`src/rtl/marquee_sequencer_if.sv`:
```
// rtl/marquee_sequencer_if.sv - sequence load port for the marquee sequencer
interface marquee_sequencer_if #(
  parameter int N = 32
) ();
  logic         load_valid;
  logic [N-1:0] load_data;
  logic         load_ready;

  modport master (output load_valid, output load_data, input load_ready);
  modport slave  (input load_valid, input load_data, output load_ready);
endinterface

```
`src/rtl/marquee_sequencer.sv`:
```
// rtl/marquee_sequencer.sv - run/pause/direction control and step scheduler for the marquee
module marquee_sequencer #(
  parameter int N        = 32,
  parameter int WIDTH    = 4,
  parameter int TICK_DIV = 50_000_000,
  localparam int STEPS   = N / WIDTH,
  localparam int PW      = (STEPS > 1) ? $clog2(STEPS) : 1
) (
  input  logic                 sys_clk,
  input  logic                 sys_rst_n,
  input  logic                 start,
  input  logic                 stop,
  input  logic                 dir_toggle,
  input  logic                 bounce,
  marquee_sequencer_if.slave   load,
  output logic [N-1:0]         seq_out,
  output logic [PW-1:0]        pos,
  output logic                 dir,
  output logic                 shift_en,
  output logic                 running
);
  localparam int TW = $clog2(TICK_DIV);
  localparam logic [TW-1:0] TICK_LAST = TW'(TICK_DIV - 1);
  localparam logic [PW-1:0] POS_LAST  = PW'(STEPS - 1);

  typedef enum logic [1:0] {IDLE, RUN, PAUSE} state_t;

  state_t        state, state_n;
  logic [TW-1:0] tick_cnt, tick_n;
  logic [PW-1:0] pos_n;
  logic [N-1:0]  seq_reg, seq_n;
  logic          dir_n;
  logic          step;
  logic          bounce_flip;
  logic          accept;

  assign load.load_ready = (state != RUN);
  assign running         = (state == RUN);
  assign accept          = load.load_valid && load.load_ready;
  // doubling the sequence turns the right shift into a rotation
  assign seq_out         = N'(({seq_reg, seq_reg} >> (WIDTH * int'(pos))));

  // next-state, tick scheduling, step and load decisions
  always_comb begin
    state_n     = state;
    tick_n      = tick_cnt;
    pos_n       = pos;
    seq_n       = seq_reg;
    step        = 1'b0;
    bounce_flip = 1'b0;

    case (state)
      IDLE: begin
        if (start && !stop) begin
          state_n = RUN;
          tick_n  = '0;
        end
      end
      RUN: begin
        // a stop on the terminal tick still lets that step complete
        if (tick_cnt == TICK_LAST) begin
          tick_n = '0;
          step   = 1'b1;
        end else if (!stop) begin
          tick_n = tick_cnt + TW'(1);
        end
        if (stop) state_n = PAUSE;
      end
      PAUSE: begin
        if (stop) begin
          state_n = IDLE;
          pos_n   = '0;
          tick_n  = '0;
        end else if (start) begin
          state_n = RUN;
        end
      end
      default: state_n = IDLE;
    endcase

    // the step uses the pre-toggle direction
    if (step) begin
      if (STEPS == 1) begin
        pos_n = '0;
      end else if (bounce && dir && pos == POS_LAST) begin
        bounce_flip = 1'b1;
        pos_n       = pos - PW'(1);
      end else if (bounce && !dir && pos == '0) begin
        bounce_flip = 1'b1;
        pos_n       = PW'(1);
      end else if (dir) begin
        pos_n = (pos == POS_LAST) ? '0 : pos + PW'(1);
      end else begin
        pos_n = (pos == '0) ? POS_LAST : pos - PW'(1);
      end
    end

    if (accept) begin
      seq_n  = load.load_data;
      pos_n  = '0;
      tick_n = '0;
    end

    dir_n = dir ^ dir_toggle ^ bounce_flip;
  end

  // register state, counters, sequence and the step pulse
  always_ff @(posedge sys_clk or negedge sys_rst_n) begin
    if (!sys_rst_n) begin
      state    <= IDLE;
      tick_cnt <= '0;
      pos      <= '0;
      seq_reg  <= '0;
      dir      <= 1'b1;
      shift_en <= 1'b0;
    end else begin
      state    <= state_n;
      tick_cnt <= tick_n;
      pos      <= pos_n;
      seq_reg  <= seq_n;
      dir      <= dir_n;
      shift_en <= step;
    end
  end
endmodule

```
`src/flat_wrapper.sv`:
```
// flat-port wrapper written by rule: the top's interface ports become plain ports
module marquee_sequencer_flat 
#(
  parameter int N        = 32,
  parameter int WIDTH    = 4,
  parameter int TICK_DIV = 50_000_000,
  localparam int STEPS   = N / WIDTH,
  localparam int PW      = (STEPS > 1) ? $clog2(STEPS) : 1
)
  (sys_clk, sys_rst_n, start, stop, dir_toggle, bounce, seq_out, pos, dir, shift_en, running, load_load_valid, load_load_data, load_load_ready);
  marquee_sequencer_if #(.N(N)) load_i ();
  input  logic sys_clk;
  input  logic sys_rst_n;
  input  logic start;
  input  logic stop;
  input  logic dir_toggle;
  input  logic bounce;
  output logic [N-1:0] seq_out;
  output logic [PW-1:0] pos;
  output logic dir;
  output logic shift_en;
  output logic running;
  input wire logic [$bits(load_i.load_valid)-1:0] load_load_valid;
  input wire logic [$bits(load_i.load_data)-1:0] load_load_data;
  output wire logic [$bits(load_i.load_ready)-1:0] load_load_ready;
  assign load_i.load_valid = load_load_valid;
  assign load_i.load_data = load_load_data;
  assign load_load_ready = load_i.load_ready;
  marquee_sequencer #(.N(N), .WIDTH(WIDTH), .TICK_DIV(TICK_DIV)) u_core (.sys_clk(sys_clk), .sys_rst_n(sys_rst_n), .start(start), .stop(stop), .dir_toggle(dir_toggle), .bounce(bounce), .load(load_i), .seq_out(seq_out), .pos(pos), .dir(dir), .shift_en(shift_en), .running(running));
endmodule
```
`config.mk`:
```
export PLATFORM = sky130hd
export DESIGN_NAME = marquee_sequencer_flat
export DESIGN_NICKNAME = d
export VERILOG_FILES = /design/src/rtl/marquee_sequencer_if.sv /design/src/rtl/marquee_sequencer.sv /design/src/flat_wrapper.sv
export SDC_FILE = /design/constraint.sdc
export NUM_CORES = 1
export LEC_CHECK = 0
export ABC_CLOCK_PERIOD_IN_PS = 7850
export CAP_MARGIN = 10
export CORE_MARGIN = 5
export CORE_UTILIZATION = 30
export DETAILED_ROUTE_END_ITERATION = 7
export SETUP_SLACK_MARGIN = 0.1
export SYNTH_ARGS = -nofsm -noshare
export SYNTH_HDL_FRONTEND = slang
export SYNTH_SLANG_ARGS = --single-unit
```
`constraint.sdc`:
```
create_clock -name sys_clk -period 7.85 [get_ports sys_clk]
set_input_delay 1.1775 -clock sys_clk [delete_from_list [all_inputs] [get_ports sys_clk]]
set_output_delay 1.1775 -clock sys_clk [all_outputs]
set_load 0.01 [all_outputs]
```
Yosys cells after proc, flatten, opt, wreduce, memory -nomap -nowiden --
Index checks and enable logic that the tools add are counted. Widths: inputs -> output; s select.
Storage, ports and cells: input bits 39, output and inout port bits 39, word-level logic and storage cells 64, bits in registers 65
Operators by class: $add $sub $neg 3, reduce and logical (&&, ||, !) cells 16, bitwise gates (word level) 2, eq/ne operators 11, muxes and demuxes 25, shift-type cells 1
Operators by type and width (number):
- $mux 26 | 5
- $pmux 26 s3 | 1
- $shr 64x5->32 | 1
- $mux 3 | 9
- $add 26x1->26 const B | 1
- $eq 26x26->1 const B | 1
- $mux 2 | 4
- $logic_and 1x1->1 | 6
- $pmux 2 s3 | 1
- $reduce_bool 3->1 | 2
- $mux 1 | 5
- $ne 2x1->1 const B | 2
- $ne 4x2->1 const B | 1
- $reduce_and 4->1 | 1
- $reduce_bool 4->1 | 1
- $add 3x1->3 const B | 1
- $eq 3x3->1 const B | 1
- $logic_not 3->1 | 1
- $ne 3x1->1 const B | 1
- $ne 3x2->1 const B | 1
- $ne 3x3->1 const B | 1
- $reduce_and 3->1 | 1
- $sub 3x1->3 const B | 1
- $eq 2x1->1 const B | 1
- 6 further kinds | 8

Longest topological paths before layout --
Gate-level depths: netlist (run 1).
depth after elaboration 7, depth in mapped cells 10, gate-level depth less buffers 7

Worst setup path after synthesis (run 1) --
OpenSTA, ideal clock, no wires.
path type flip-flop to output port, start register u_core.pos[0], end output port seq_out[0], required time 6673 ps, slack 4622 ps, buffers on the path 3, cell stages (with the launch flop) 6, arrival time 2051 ps, cell sequence dfrtp_1 > clkbuf_1 > inv_2 > buf_1 > buf_1 > mux4_2
Between the ends: longest elaborated chain between the ends 1
Ends and longest elaborated chain:
- from (decl) | RTL line marquee_sequencer.sv:17 | output logic [PW-1:0] pos,
- from (signal assigned) | RTL line marquee_sequencer.sv:119 | pos <= pos_n;
- $shr 64x5->32 | RTL line marquee_sequencer.sv:41 | assign seq_out = N'(({seq_reg, seq_reg} >> (WIDTH * int'(pos))));
- to (decl) | RTL line flat_wrapper.sv:18 | output logic [N-1:0] seq_out;
No other way between the ends.

Final worst setup path (run 1) --
start register u_core.pos[0], end output port seq_out[27]
The elaborated chain is that of the path after synthesis.

==> reports/summary.txt, run 1 <==
Max-cap violations - 0
Pwr Density - 198 nW/um2
Post-synth top cells - dfrtp_1 (64), mux2_2 (64), mux4_2 (32), a21oi_1 (21), nand2_1 (19)
Vias in the first global route - 3,427
# diodes - 0
Seq/Total Area, Yosys - 37.2%
Num ports - 78
Routed vias - 3,486
Critical path class - reg -> out
Avg Inst Size Synth - 11.5 um2
Vias/cell - 5.44
Bufs on Longest Clock Path - 2
Fin crit period - 3.78 ns
Max reg flops - 32
Xor/xnor share of the synthesized area - 0.400%
Final Hold Vio Count - 0
Synthesis-to-finish area growth - 29.5%
Synthesized flop and latch total - 65
Post-synthesis compound-gate area fraction - 11.1%
Hold Crit Class - reg -> reg
Mux share of post-synthesis cell area - 33.2%
Drt wl/cell - 17.4 um
Fin nets - 496
Total CTS buffers - 9
Skew final - 0.00667 ns
Routed WL - 11.1 mm
# setup viols final - 0
CP delay by family, top - buffers and inverters
Post-DP HPWL - 8.29 mm
Status - finished clean
Clock Sinks - 65
Fill count - 1,358
DRC viols - 0
Worst R2R Start - u_core.tick_cnt[0]
Req. time, crit path - 6.67 ns
Starting DRT DRC Count - 206
Drt pass-1 iters - 4
VDD IR max - 0.0956 mV
Area share of the largest cell type after synthesis - 36.6%
Flop2flop setup slack - 5.04 ns
Simple-gate share of the synthesized area - 13.7%
Top post-synthesis cells by area - dfrtp_1 (37%), mux2_2 (16%), mux4_2 (16%)
Clock latency on the worst-skew pair - 0.33 ns
Dominant synthesized flop cell - dfrtp_1
Hold Path Origin - u_core.seq_reg[0]
Worst slew margin - 34.5%
Fraction of registers with async set/reset - 100%
Crit-path max cell delay - 0.61 ns
Starting Density - 30.3%
Post-CTS sizing - 0
Total grt overflow - 0
Detail Route Antenna Nets - 0
CP Capture Type - output port
Unique masters post-synth - 53
Site Rows - 44
Port Buffer Count - 77
Lkg Pwr - 2.15 nW
Clk slew on worst S/H paths - 0.05 ns
Area share of fa/ha/maj cells after synthesis - 1.43%
Final slew viol count - 0
Fin util - 39.3%
Final GP Congestion - 0.792
Cell taking the most area after synthesis - dfrtp_1
Post-CTS Setup Bufs - 0
Critical path's slowest cell - mux4_2
Buffers & Inverters on Critical Path - 2
TritonCTS clock tree - built
Count of hold buffers inserted by post-cts repair - 0
Synthesis Warnings - 0
Mapped Nets - 424
DIE AREA - 17,100 um2
Synthesized netlist cell count - 380
Post-synth EDFFs - 0
Hold path depth - 1
H-tree Lvls - 3
Reg-to-Reg End - u_core.tick_cnt[21]
Startpoint Class - flip-flop
Post-Syn Area - 4380 um2
RSZ-0062 raised after global routing - no
Slew of the pin with the lowest slew margin - 0.978 ns
Hold Path End - u_core.seq_reg[0]
Clock root cell - clkbuf_16
First-pass GRT wire length - 18.0 mm
FF-to-FF path depth - 7
GRT Total Usage - 13.4%
Crit-path max FO - 27
Antenna violations before repair - 0
Worst path arrival time - 2.60 ns
Setup TNS - 0 ns
Share of cells above drive strength 1 - 28.2%
Largest net degree at the start of global routing - 66
Die X - 131 um
Die Ht - 131 um
Fin crit share - 48.1%
Core area - 14,400 um2
FMAX - 0.265 GHz
Largest family of logic cells by synthesized area - multiplexers
CP Cell Sequence - inv_2, mux4_2, clkdlybuf4s50_1
[worst reg2reg max path, delay by kind of cell, from the launching register on]
kind | cells | cell delay (ns)
AND/OR/NAND/NOR | 3 | 1.59
buffers and inverters | 1 | 0.20
adder cells (fa/ha/maj) | 1 | 0.22
flip-flops | 1 | 0.40
AO/OA/AOI/OAI | 2 | 0.23
[report_power, final]
group	total [W]	leakage, nW	switching [W]	internal [W]
clock	0.000446	0.163	0.000142	0.000304
sequential	0.000394	0.829	0.0000259	0.000368
combinational	0.000284	1.16	0.000116	0.000169
[cell usage in the layout (no fill, tap or decap), types with 9 or more instances in the layout]
cell / synthesis / layout
a21oi_1: 21 / 21
o21ai_0: 15 / 15
nand2_1: 19 / 19
dfrtp_1: 64 / 64
o31ai_1: 12 / 12
nand3_1: 11 / 11
mux4_2: 32 / 32
or4_1: 13 / 13
clkdlybuf4s50_1: 0 / 76
mux2_2: 64 / 64
nor2_1: 14 / 14
clkbuf_16: 0 / 9
[worst max-delay path by stage]
stage	startpoint	endpoint	slack, ns	cells after the start
floorplan	u_core.pos[0]	seq_out[0]	4.62	5
global placement	stop	u_core.tick_cnt[15]	4.15	6
detailed placement	stop	u_core.tick_cnt[21]	4.03	6
CTS	u_core.pos[1]	seq_out[31]	4.05	4
global route	u_core.pos[0]	seq_out[27]	3.93	3
finish	u_core.pos[0]	seq_out[27]	4.07	3
[metal layers]
metal / track usage, % / vias to the layer above / share of wire [%]
li1: - / 1643 / -
met1: 18.0 / 1720 / 46
met2: 21.9 / 112 / 47
met3: 3.09 / 11 / 6.8
met4: 3.39 / 0 / 0.93
met5: 0 / - / 0
[area by class of cell]
type	instances	area [um2]	area share (%)
Multi-Input combinational cell	282	2620	46.1
Sequential cell	65	1630	28.7
Timing Repair Buffer	85	826	14.6
Clock buffer	14	274	4.84
Tap cell	184	230	4.06
Clock inverter	2	60.1	1.06
Inverter	9	33.8	0.596
[through the flow]
step / cell area (um2) / std cells / setup slack, ns / total power [W] / hold WS (ns)
floorplan: 4380 / 380 / 4.62 / 0.000560 / 0.492
global placement: 5330 / 624 / 4.15 / 0.000680 / 0.502
detailed placement: 5330 / 624 / 4.03 / 0.000688 / 0.518
CTS: 5660 / 640 / 4.05 / 0.00114 / 0.531
global route: 5670 / 641 / 3.93 / 0.00118 / 0.548
finish: 5670 / 641 / 4.07 / 0.00112 / 0.525
[cells by family after synthesis]
group           Yosys count
buf+inv                  33
xor+xnor                  2
mux                      97
compound gates           75
flops                    65
fa+ha+maj                 5
simple gates            103
Note: power is estimated with default switching activity, not from simulation.
==> inputs of run 2 (changes only) <==
--- a/config.mk
+++ b/config.mk
@@ -5,7 +5,7 @@
 export SDC_FILE = /design/constraint.sdc
 export NUM_CORES = 1
 export LEC_CHECK = 0
-export ABC_CLOCK_PERIOD_IN_PS = 7850
+export ABC_CLOCK_PERIOD_IN_PS = 3100
 export CAP_MARGIN = 10
 export CORE_MARGIN = 5
 export CORE_UTILIZATION = 30
==> constraint.sdc (replaced) <==
create_clock -name sys_clk -period 3.1 [get_ports sys_clk]
set_input_delay 0.465 -clock sys_clk [delete_from_list [all_inputs] [get_ports sys_clk]]
set_output_delay 0.465 -clock sys_clk [all_outputs]
set_load 0.01 [all_outputs]
==> run 2 against run 1 <==
- critical path depth grew 1
- die area unchanged
- combinational power rose to 2.5 times the previous value
- sequential share of layout area decreased by 0.060 points
- highest routed layer unchanged
- wire length up 1.1%
==> reports/summary.txt, run 2 (synthesis results as in run 1) <==
Setup TNS - 0 ns
Slew of the pin with the lowest slew margin - 1.04 ns
Antenna violations before repair - 0
Clk slew on worst S/H paths - 0.06 ns
Share of cells above drive strength 1 - 29.7%
Largest net degree at the start of global routing - 66
Lkg Pwr - 2.16 nW
Pwr Density - 473 nW/um2
Startpoint Class - flip-flop
RSZ-0062 raised after global routing - no
CP Capture Type - output port
Clock Sinks - 65
Post-DP HPWL - 8.42 mm
Starting Density - 30.3%
Comb pwr share - 27.0%
Drt pass-1 iters - 4
Vias/cell - 5.50
Synthesis-to-finish area growth - 29.8%
Port Buffer Count - 77
Total grt overflow - 0
Clock root cell - clkbuf_16
Place WS - 0.422 ns
Fin crit share - 90.3%
Bufs on Longest Clock Path - 2
Vias in the first global route - 3,552
# diodes - 0
GRT Total Usage - 13.6%
Area post-placement - 5380 um2
Switching power - 0.000738 W
Final GP Congestion - 0.856
Num ports - 78
Crit-path max FO - 27
Worst path arrival time - 2.34 ns
DRC viols - 0
Flop pwr share - 37.2%
Fin crit period - 2.80 ns
Worst setup margin - 0.299 ns
Site Rows - 44
Final Hold Vio Count - 0
Total CTS buffers - 9
Max-cap violations - 0
Starting DRT DRC Count - 341
Clock share of power - 35.9%
Sw frac - 27.5%
Layout Cells excl Fill - 648
Critical path class - reg -> out
First-pass GRT wire length - 18.3 mm
M2 GR Usage - 21.9%
Worst slew margin - 30.1%
TritonCTS clock tree - built
Routed vias - 3,563
Dpl cells - 630
# setup viols final - 0
Met3 usage - 2.76%
H-tree Lvls - 3
GRT busiest layer - met2
Finished Cell Area - 5680 um2
Drt wl/cell - 17.4 um
Fin nets - 503
Routed WL - 11.3 mm
Most frequent cells in the layout - clkdlybuf4s50_1 (76), mux2_2 (64), dfrtp_1 (63)
Detail Route Antenna Nets - 0
Skew final - 0.00559 ns
Req. time, crit path - 2.63 ns
Commonest non-fill, non-tap cell in the layout - clkdlybuf4s50_1
Status - finished clean
Final slew viol count - 0
Die X - 131 um
Count of hold buffers inserted by post-cts repair - 0
Core area - 14,400 um2
Hold Crit Class - in -> async
VDD IR max - 0.284 mV
Met1 global-route usage - 17.9%
Internal power - 0.00195 W
DIE AREA - 17,100 um2
Clock latency on the worst-skew pair - 0.34 ns
Die Ht - 131 um
FMAX - 0.357 GHz
Max reg flops - 32
run 2: path summary, 6_finish.rpt:
check	end	startpoint	depth (start not counted)	slack, ns
max in group asynchronous	u_core.pos[1]	sys_rst_n	2	2.20
min in group sys_clk	u_core.seq_reg[0]	u_core.seq_reg[0]	1	0.52
max reg2reg	u_core.tick_cnt[15]	u_core.tick_cnt[0]	7	0.51
min	u_core.seq_reg[25]	sys_rst_n	2	0.32
min reg2reg	u_core.seq_reg[0]	u_core.seq_reg[0]	1	0.52
max	seq_out[7]	u_core.pos[1]	4	0.30
run 2: power by group through the flow:
stage | Clock, W | Sequential, W | Combinational (W)
after CTS | 0.000991 | 0.000998 | 0.000735
after global routing | 0.00103 | 0.00101 | 0.000787
after floorplan | 0 | 0.000985 | 0.000434
after detailed placement | 0 | 0.00101 | 0.000732
final | 0.000963 | 0.000998 | 0.000724
after global placement | 0 | 0.00101 | 0.000719
run 2: per-stage QoR:
stage	hold WS, ns	utilization (%)	power [W]
floorplan	0.169	-	0.00142
global placement	0.504	37.3	0.00173
detailed placement	0.512	37.3	0.00174
CTS	0.359	39.3	0.00272
global route	0.399	39.4	0.00283
finish	0.316	39.4	0.00269
run 2: critical path, cell delays in order (launching register included):
cell	delay [ns]
dfrtp_2	0.41
buf_12	0.19
mux2_2	0.39
mux4_2	0.50
clkdlybuf4s50_1	0.50
run 2: routing by layer:
layer | up-vias | part of all wire, %
li1 | 1660 | -
met1 | 1763 | 44
met2 | 122 | 47
met3 | 18 | 7.8
met4 | 0 | 2.0
met5 | - | 0
run 2: area by class of cell:
cell class | count | area [um2]
clock buffer | 12 | 256
clock inverter | 4 | 27.5
fill | 1390 | 8740
inverter | 9 | 33.8
multi-input combinational | 282 | 2620
sequential | 65 | 1630
tap | 184 | 230
timing repair buffer | 92 | 891
run 2: timing repair:
| action | in CTS | in global routing |
|---|---|---|
| resized for setup | 1 | 0 |
| endpoints found under the setup margin | 24 | 2 |
| setup buffers | 0 | 2 |
==> inputs of run 3 (changes only) <==
--- a/config.mk
+++ b/config.mk
@@ -8,8 +8,9 @@
 export ABC_CLOCK_PERIOD_IN_PS = 3100
 export CAP_MARGIN = 10
 export CORE_MARGIN = 5
-export CORE_UTILIZATION = 30
+export CORE_UTILIZATION = 47
 export DETAILED_ROUTE_END_ITERATION = 7
+export PLACE_DENSITY = 0.75
 export SETUP_SLACK_MARGIN = 0.1
 export SYNTH_ARGS = -nofsm -noshare
 export SYNTH_HDL_FRONTEND = slang
==> run 3 against run 2 <==
- critical endpoint is now seq_out[23]
- critical path type unchanged
- clock power decreased by 31%
- setup slack got worse by 0.059 ns
- first-iteration DRC count decreased by 51%
==> reports/summary.txt, run 3 (synthesis results as in run 1) <==
Port Buffer Count - 77
Post-CTS Setup Bufs - 0
Clock latency on the worst-skew pair - 0.34 ns
Total Power - 0.00239 W
Worst R2R Start - u_core.tick_cnt[0]
Slew of the pin with the lowest slew margin - 0.943 ns
DRC viols - 0
Die X - 107 um
FMAX - 0.350 GHz
TritonCTS clock tree - built
Worst setup path startpoint - u_core.pos[1]
Commonest non-fill, non-tap cell in the layout - clkdlybuf4s50_1
Startpoint Class - flip-flop
Fill count - 767
Synthesis-to-finish area growth - 25.3%
Fin crit share - 92.2%
Place WS - 0.535 ns
Clock root cell - clkbuf_8
Skew final - 0.0124 ns
Vias/cell - 6.32
Final GP Congestion - 0.904
Drt wl/cell - 18.9 um
Buffers & Inverters on Critical Path - 2
CP delay by family, top - multiplexers
# diodes - 0
Worst path arrival time - 2.39 ns
Final Hold Vio Count - 0
Site Rows - 35
Count of hold buffers inserted by post-cts repair - 0
Critical path's slowest cell - clkdlybuf4s50_1
Clk slew on worst S/H paths - 0.08 ns
Drt pass-1 iters - 5
Max reg flops - 32
Worst slew margin - 36.9%
Total CTS buffers - 9
Total grt overflow - 0
Lkg Pwr - 2.11 nW
Worst setup margin - 0.241 ns
RSZ-0062 raised after global routing - no
Hold Crit Class - in -> async
Routed WL - 10.9 mm
Fin crit period - 2.86 ns
H-tree Lvls - 3
Detail Route met2 WL - 5.44 mm
Num ports - 78
Fin nets - 501
# setup viols final - 0
Core area - 9150 um2
Crit-path max cell delay - 0.50 ns
Req. time, crit path - 2.63 ns
Pwr Density - 436 nW/um2
First-pass GRT wire length - 18.3 mm
VDD IR max - 0.182 mV
CP Capture Type - output port
DIE AREA - 11,300 um2
DR top layer - met4
Share of cells above drive strength 1 - 29.4%
Critical path class - reg -> out
Crit-path max FO - 34
Setup TNS - 0 ns
Max-cap violations - 0
Starting DRT DRC Count - 166
Die Ht - 107 um
Met3 WL - 669 um
GRT Total Usage - 19.9%
Final slew viol count - 0
Largest net degree at the start of global routing - 37
Post-DP HPWL - 8.16 mm
Starting Density - 47.8%
Clock Sinks - 65
Bufs on Longest Clock Path - 2
CP Cell Sequence - buf_12, mux2_2, mux4_2, clkdlybuf4s50_1
M1 WL - 4.66 mm
Routed vias - 3,622
Antenna violations before repair - 0
Status - finished clean
Most frequent cells in the layout - clkdlybuf4s50_1 (76), mux2_2 (64), dfrtp_1 (64)
Post-CTS sizing - 0
Detail Route Antenna Nets - 0
Vias in the first global route - 3,587
## run 3: cell types whose count changed in the layout (fill, tap and decap cells not counted)
cell	delta
clkbuf_16	-9
clkbuf_8	+7
buf_4	-3
clkinv_4	+2
inv_6	+2
buf_12	+1
clkbuf_1	-1
clkinvlp_4	-1
dfrtp_1	+1
dfrtp_2	-1
## run 3: report_power, final
group,switching (W),total [W],internal (W)
Sequential,0.0000688,0.000999,0.000930
Clock,0.000367,0.000664,0.000297
Combinational,0.000296,0.000729,0.000433
Total,0.000732,0.00239,0.00166
## run 3: routing by layer
| layer | up-vias | GRT usage (%) |
|---|---|---|
| li1 | 1650 | - |
| met4 | 0 | 4.75 |
| met1 | 1822 | 25.8 |
| met5 | - | 0 |
| met2 | 142 | 34.4 |
| met3 | 8 | 4.01 |
## run 3: area by class of cell
class	instances	area (um2)	share of cell area, %
well taps	111	139	2.53
flip-flops and latches	65	1630	29.7
multi-input cells	282	2620	47.7
inverters	9	33.8	0.616
clock buffers	9	124	2.26
clock inverters	7	55.1	1.00
repair buffers	90	888	16.2
## run 3: worst register-to-register path, delay by kind of cell (launching register included)
family,cells,cell delay [ns]
simple gates,3,1.08
compound gates,2,0.48
flops,1,0.42
fa+ha+maj,1,0.24
buf+inv,1,0.22
## run 3: final timing paths
path	slack, ns	depth (start not counted)	to
min in group sys_clk	0.54	1	u_core.seq_reg[3]
setup / recovery	0.24	4	seq_out[23]
max in group asynchronous	2.27	2	u_core.seq_reg[31]
hold / removal	0.17	1	u_core.seq_reg[8]
hold reg to reg	0.54	1	u_core.seq_reg[3]
setup reg to reg	0.55	7	u_core.tick_cnt[24]
## run 3: through the flow
stage	cells	hold WS, ns	utilization (%)	instance area, um2
floorplan	380	0.169	-	4380
global placement	557	0.503	57.9	5300
detailed placement	557	0.516	57.9	5300
CTS	573	0.185	59.9	5480
global route	573	0.219	59.9	5480
finish	573	0.167	59.9	5480
